==> src/rtl/task2_2_stim_seq.sv <==
// Stimulus sequencer for task2_2: sweeps {A,B,C} through 000..111 on button or timer steps
// and records the returned {X,Y} pairs into a 16-bit truth table.
module task2_2_stim_seq #(
  parameter int DEBOUNCE_CYCLES = 1_000_000,
  parameter int STEP_CYCLES     = 100_000_000,
  parameter int SETTLE_CYCLES   = 4
) (
  input  logic        clk,
  input  logic        rst,
  input  logic        btn_step,
  input  logic        auto_en,
  input  logic        X,
  input  logic        Y,
  output logic        A,
  output logic        B,
  output logic        C,
  output logic [2:0]  idx,
  output logic [15:0] table_out,
  output logic        busy,
  output logic        done
);

  localparam int DB_W   = $clog2(DEBOUNCE_CYCLES);
  localparam int STEP_W = $clog2(STEP_CYCLES);
  localparam int SET_W  = (SETTLE_CYCLES > 1) ? $clog2(SETTLE_CYCLES) : 1;

  localparam logic [DB_W-1:0]   DB_LAST     = DB_W'(DEBOUNCE_CYCLES - 1);
  localparam logic [STEP_W-1:0] STEP_LAST   = STEP_W'(STEP_CYCLES - 1);
  localparam logic [SET_W-1:0]  SETTLE_LAST = SET_W'(SETTLE_CYCLES - 1);

  typedef enum logic [2:0] {
    S_IDLE,
    S_APPLY,
    S_SETTLE,
    S_CAPTURE,
    S_WAIT,
    S_DONE
  } state_t;

  logic              sync1_q, sync1_d;
  logic              sync2_q, sync2_d;
  logic [DB_W-1:0]   db_cnt_q, db_cnt_d;
  logic              db_level_q, db_level_d;
  logic              btn_pulse_q, btn_pulse_d;
  logic [STEP_W-1:0] pre_q, pre_d;
  logic              auto_tick;
  logic              step;

  state_t            state_q, state_d;
  logic [2:0]        idx_q, idx_d;
  logic [2:0]        abc_q, abc_d;
  logic [15:0]       table_q, table_d;
  logic [SET_W-1:0]  settle_q, settle_d;

  // The new level is only accepted after it has been seen continuously for DEBOUNCE_CYCLES.
  always_comb begin
    sync1_d    = btn_step;
    sync2_d    = sync1_q;
    db_cnt_d   = '0;
    db_level_d = db_level_q;
    if (sync2_q != db_level_q) begin
      if (db_cnt_q == DB_LAST) begin
        db_level_d = sync2_q;
      end else begin
        db_cnt_d = db_cnt_q + DB_W'(1);
      end
    end
    btn_pulse_d = db_level_d & ~db_level_q;
  end

  always_comb begin
    auto_tick = auto_en && (pre_q == STEP_LAST);
    if (!auto_en || auto_tick) begin
      pre_d = '0;
    end else begin
      pre_d = pre_q + STEP_W'(1);
    end
  end

  assign step = btn_pulse_q | auto_tick;

  // Steps are only honoured in IDLE/WAIT/DONE; anything arriving mid-sweep is dropped.
  always_comb begin
    state_d  = state_q;
    idx_d    = idx_q;
    abc_d    = abc_q;
    table_d  = table_q;
    settle_d = settle_q;
    case (state_q)
      S_IDLE: begin
        if (step) begin
          idx_d   = 3'd0;
          state_d = S_APPLY;
        end
      end
      S_APPLY: begin
        abc_d    = idx_q;
        settle_d = '0;
        state_d  = S_SETTLE;
      end
      S_SETTLE: begin
        if (settle_q == SETTLE_LAST) begin
          state_d = S_CAPTURE;
        end else begin
          settle_d = settle_q + SET_W'(1);
        end
      end
      S_CAPTURE: begin
        table_d[{idx_q, 1'b0} +: 2] = {X, Y};
        state_d = S_WAIT;
      end
      S_WAIT: begin
        if (step) begin
          if (idx_q == 3'd7) begin
            state_d = S_DONE;
          end else begin
            idx_d   = idx_q + 3'd1;
            state_d = S_APPLY;
          end
        end
      end
      S_DONE: begin
        if (step) begin
          table_d = '0;
          idx_d   = 3'd0;
          state_d = S_APPLY;
        end
      end
      default: state_d = S_IDLE;
    endcase
  end

  always_ff @(posedge clk or posedge rst) begin
    if (rst) begin
      sync1_q     <= 1'b0;
      sync2_q     <= 1'b0;
      db_cnt_q    <= '0;
      db_level_q  <= 1'b0;
      btn_pulse_q <= 1'b0;
      pre_q       <= '0;
      state_q     <= S_IDLE;
      idx_q       <= 3'd0;
      abc_q       <= 3'd0;
      table_q     <= '0;
      settle_q    <= '0;
    end else begin
      sync1_q     <= sync1_d;
      sync2_q     <= sync2_d;
      db_cnt_q    <= db_cnt_d;
      db_level_q  <= db_level_d;
      btn_pulse_q <= btn_pulse_d;
      pre_q       <= pre_d;
      state_q     <= state_d;
      idx_q       <= idx_d;
      abc_q       <= abc_d;
      table_q     <= table_d;
      settle_q    <= settle_d;
    end
  end

  // The visible index follows the registered stimulus so it always matches {A,B,C}.
  assign {A, B, C}  = abc_q;
  assign idx        = abc_q;
  assign table_out  = table_q;
  assign busy       = (state_q == S_APPLY) || (state_q == S_SETTLE) || (state_q == S_CAPTURE);
  assign done       = (state_q == S_DONE);

endmodule

==> config.mk <==
export PLATFORM = sky130hd
export DESIGN_NAME = task2_2_stim_seq
export DESIGN_NICKNAME = d
export VERILOG_FILES = /design/src/rtl/task2_2_stim_seq.sv
export SDC_FILE = /design/constraint.sdc
export NUM_CORES = 1
export LEC_CHECK = 0
export CORE_MARGIN = 2
export CORE_UTILIZATION = 52
export CTS_CLUSTER_SIZE = 16
export DETAILED_ROUTE_END_ITERATION = 10
export PLACE_DENSITY_LB_ADDON = 0.25
export SLEW_MARGIN = 20
export SYNTH_ARGS = -nofsm -noshare
export SYNTH_HDL_FRONTEND = slang
export SYNTH_SLANG_ARGS = --single-unit
==> constraint.sdc <==
create_clock -name clk -period 2.4 [get_ports clk]
set_clock_uncertainty 0.05 [all_clocks]
set_input_delay 0.36 -clock clk [delete_from_list [all_inputs] [get_ports clk]]
set_output_delay 0.36 -clock clk [all_outputs]
set_load 0.02 [all_outputs]
### Yosys cells after proc, flatten, opt, wreduce, memory -nomap -nowiden

Index checks and enable logic that the tools add are counted.

| operators by class | value |
|---|---|
| $add $sub $neg | 5 |
| equal/unequal tests | 16 |
| shifts and indexed selects | 2 |
| multiplexer cells | 19 |
| bitwise gates (word level) | 3 |
| reduce and logical (&&, ||, !) cells | 14 |

Operator list:

| cell | number |
|---|---|
| $mux 20 | 2 |
| $pmux 16 s2 | 1 |
| $add 27x1->27 const B | 1 |
| $eq 27x27->1 const B | 1 |
| $mux 27 | 1 |
| $mux 3 | 7 |
| $add 20x1->20 const B | 1 |
| $eq 20x20->1 const B | 1 |
| $bwmux 16 | 1 |
| $mux 16 | 1 |
| $shift 2x6->16 const A | 1 |
| $shiftx 2x6->16 | 1 |
| $pmux 3 s5 | 1 |
| $eq 3x3->1 const B | 3 |
| $ne 2x2->1 const B | 4 |
| $eq 3x2->1 const B | 2 |
| $neg 4->6 | 1 |
| $pmux 3 s2 | 1 |
| $reduce_bool 2->1 | 3 |
| $ne 2x1->1 const B | 2 |
| $pmux 2 s2 | 1 |
| $reduce_and 2->1 | 2 |
| $reduce_and 4->1 | 1 |
| $add 3x1->3 const B | 1 |
| 15 further kinds | 18 |

| word-level totals | value |
|---|---|
| register bits after elaboration | 78 |
| output and inout bits | 24 |
| word-level logic and storage cells | 70 |

### Logic depth before layout (Yosys ltp)

| logic depth | value |
|---|---|
| word-level depth | 5 |
| gate-level depth with buffers | 9 |
| depth with buffers taken out | 8 |

### Least setup slack after synthesis

Ideal clock, no wire load.

| timing | value |
|---|---|
| kind | reg-to-reg |
| start | register idx_q[0] |
| end | register table_q[8] (netlist: table_out[8]) |
| setup time | 121 ps |
| arrival | 2,134 ps |
| path slack | 95 ps |
| cell stages (with the launch flop) | 10 |
| clock period less this slack | 2,305 ps |
| cells stage by stage | dfrtp_1 -> clkbuf_1 -> inv_1 -> ha_1 -> ha_1 -> nand4b_1 -> nor2_1 -> and3_1 -> o22ai_1 -> a22o_1 |

| on the way | value |
|---|---|
| word-level cells in the longest chain between the ends | 4 |
| elaborated cells between the ends (all ways) | 5 |
| those cells by class | add/sub: 1; shift: 2; mux: 2 |

Ends and longest elaborated chain:

| element | line | source |
|---|---|---|
| start, declared | 50 | `logic [2:0] idx_q, idx_d;` |
| start signal, assigned | 154 | `idx_q <= idx_d;` |
| $neg 4->6 * | 109 | `table_d[{idx_q, 1'b0} +: 2] = {X, Y};` |
| $shiftx 2x6->16 or $shift 2x6->16 (tied branches) | 109 |  |
| $bwmux 16 * | 109 |  |
| $pmux 16 s2 * | 89 | `case (state_q)` |
| end signal, assigned | 156 | `table_q <= table_d;` |
| end, declared | 52 | `logic [15:0] table_q, table_d;` |

Mark *: on every way between the ends. The rest lies on a longest branch, timed or not.
A chain may end at the register's enable or synchronous reset.

### Worst setup path in the final report

| timing | value |
|---|---|
| start | register state_q[1] |
| end | output busy |

| on the way | value |
|---|---|
| word-level cells in the longest chain between the ends | 3 |
| elaborated cells between the ends (all ways) | 5 |
| those cells by class | eq/ne: 3; reduce/logical: 2 |

Ends and longest elaborated chain:

| element | line | source |
|---|---|---|
| start, declared | 49 | `state_t state_q, state_d;` |
| start signal, assigned | 153 | `state_q <= state_d;` |
| $eq 3x1->1 or $eq 3x2->1 (tied branches) | 165 | `assign busy = (state_q == S_APPLY) \|\| (state_q == S_SETTLE) \|\| (state_q == S_CAPTURE);` |
| $logic_or 1x1->1 | 165 |  |
| $logic_or 1x1->1 * | 165 |  |
| end, declared | 19 | `output logic busy,` |

Marked as above.

==> flow_metrics.tcl <==
set metrics [dict create \
    synth_most_common_cell "dfrtp_1" \
    drc_errors 0 \
    wl_per_cell_um 14.41 \
    htreeDepth 3 \
    relSlewSlack_pct 56.10 \
    cts_tree "yes" \
    yosysTopAreaCell "dfrtp_1" \
    fp-row-count 31 \
    portBuffers 29 \
    clk_path_buf_depth 2 \
    clk_pin_slew_ns 0.08 \
    r2r_slack_ns 0.17 \
    holdPathEnd "sync2_q" \
    pin_count 30 \
    areaGrowthSynthToFinish_pct 17.26 \
    maxCapViolations 0 \
    postRouteAntennaNets 0 \
    ys_ff_latch 78 \
    holdPathStages 0 \
    drt_iter0_markers 142 \
    grt_pass1_vias 2825 \
    synth_flop_cell "dfrtp_1" \
    insertion_delay_ns 0.35 \
    cts_buffers 9 \
    timing.final.crit_share_pct 94.72 \
    worstSetupStartpointType "flip-flop" \
    antenna_found_initial 0 \
    die-area_mm2 0.008123 \
    fmaxAchievable_mhz 439.9 \
    start_util_pct 53.47 \
    core-area_mm2 0.007214 \
    cts_setup_buffers 0 \
    multi_input_area_mm2 0.001795 \
    status "finished clean" \
    cp_top_family "buffers and inverters" \
    die_h_um 90.13 \
    tns_ns 0 \
    netlist_area_mm2 0.003857 \
    utilization_pct 62.70 \
    dp.final_hpwl_um 5180 \
    syn_avg_cell_area_um2 10.15 \
    syn_inst 380 \
    period_minus_slack_ns 2.273 \
    dp_slack_ns 0.07472 \
    netlist_top_cells_area "dfrtp_1, nor2_1, xnor2_1" \
    hold_viol 0 \
    rsz0062_at_grt "false" \
    drv_slew 0 \
    hp-class "reg2reg" \
    worst-path-max-fanout 11 \
    peakVddDrop_uv 341.9 \
    hold_path.startpoint "sync1_q" \
    end_kind "output pin" \
    crit_buf_inv 1 \
    synthTopCellsByCount "dfrtp_1, nor2_1, nand3_1" \
    fin_nets 432 \
    gp_congestion 0.8689 \
    slowest_stage "clkdlybuf4s50_1" \
    grt_max_degree 79 \
    worst_slack_ns 0.1268 \
    p_leak_nw 1.956 \
    overflow 0 \
    grt.total_usage_pct 19.86 \
    totalWireLength_um 7494 \
    first_pass_iters 4 \
    synth_top_area_share_pct 50.60 \
    path_cells "xnor2_1, nor2_1, or2_2, clkdlybuf4s50_1" \
    num_antenna_cells 0 \
    root_buffer "clkbuf_8" \
    viasPerCell 5.444 \
    reg2reg_from "idx_q[1]" \
    synthArstFlopShare_pct 100.0 \
    critical_path.max_stage_delay_ns 0.54 \
    worstPathArrival_ns 1.86 \
    worstSetupPathType "reg2out" \
    synth.distinct_cells 50 \
    final_layout_size_suffix_gt1_share_pct 10.21 \
    rr_endpoint "table_out[8]" \
    yosysWarningCount 0 \
    clock_sinks 78 \
    synth_edf_count 0 \
    yosysSeqAreaShare_pct 50.60 \
    synth_nets 396 \
    ff2ff_path_depth 8 \
    grt_pass1_wl_um 13120 \
    power_density_mw_per_mm2 553.9 \
    finalSetupViolations 0 \
    via_count 2831 \
    worstMarginPinSlew_ns 0.6535 \
    fill_cells 606 \
    die_x_um 90.13 \
    regArea_mm2 0.001953 \
    worst-endpoint-required_ns 1.99 \
]
-- logic make-up after synthesis --
family,share of synthesized area (%)
simple gates,22.58
flops,50.60
compound gates,9.050
xor+xnor,9.536
buf+inv,3.243
fa+ha+maj,3.244
mux,1.751
-- worst max path at each step --
stage | cells after the start | to | from | slack, ns
finish | 4 | busy | state_q[1] | 0.13
global route | 8 | table_out[8] | idx_q[1] | 0.02
CTS | 3 | done | state_q[1] | 0.005
detailed placement | 6 | idx_q[0] | pre_q[8] | 0.07
global placement | 6 | idx_q[0] | pre_q[8] | 0.16
floorplan | 9 | table_out[8] | idx_q[0] | 0.09
-- registers in the layout, indices dropped and copies added (netlist names) --
| name | count |
|---|---|
| btn_pulse_q | 1 |
| db_level_q | 1 |
| idx_q | 3 |
| state_q | 3 |
| settle_q | 2 |
| pre_q | 27 |
| idx | 3 |
| table_out | 16 |
| db_cnt_q | 20 |
| sync2_q | 1 |
| sync1_q | 1 |
-- stage by stage --
step / cells / instance area, um2 / total power [mW] / hold slack (ns)
finish: 520 / 4523 / 2.505 / 0.3025
global route: 520 / 4523 / 2.609 / 0.3206
CTS: 520 / 4504 / 2.531 / 0.3044
detailed placement: 504 / 4283 / 1.444 / 0.2862
global placement: 504 / 4283 / 1.443 / 0.2851
floorplan: 380 / 3861 / 1.409 / 0.2812
-- power by group --
group	leakage (nW)	switching [mW]	total, mW	internal, mW
logic	0.807	0.0541	0.0805	0.0264
registers	1.04	0.00994	1.33	1.32
clock network	0.111	0.500	1.09	0.591
-- per-layer routing --
| metal | wire length (um) | up-vias | track usage [%] | share of wire [%] |
|---|---|---|---|---|
| li1 | - | 1396 | - | - |
| met1 | 3800 | 1387 | 28.59 | 51 |
| met2 | 3332 | 39 | 29.64 | 44 |
| met3 | 255 | 9 | 4.359 | 3.4 |
| met4 | 106 | 0 | 7.436 | 1.4 |
| met5 | 0 | - | 0 | 0 |
-- what timing repair did --
item	CTS	global route
resized for setup	0	4
hold buffers	0	0
endpoints found under the setup margin	0	5
-- final cells by class --
type,count,area share (%)
flip-flops and latches,78,43.18
multi-input cells,275,39.70
repair buffers,38,8.243
clock buffers,9,2.739
well taps,99,2.739
clock inverters,7,2.158
inverters,14,1.245
-- cells in the final DEF, fill, tap and decap left out, types with 7 or more instances in the layout --
cell	count
xor2_1	18
nor3_1	10
nand4_1	8
xnor2_1	24
dfrtp_1	77
a22o_1	9
inv_1	13
o21ai_0	10
nand3_1	27
and3_1	7
buf_4	8
nand2_1	24
ha_1	10
clkbuf_8	9
nor2_1	60
clkdlybuf4s50_1	28
(Power assumes the default switching activity.)
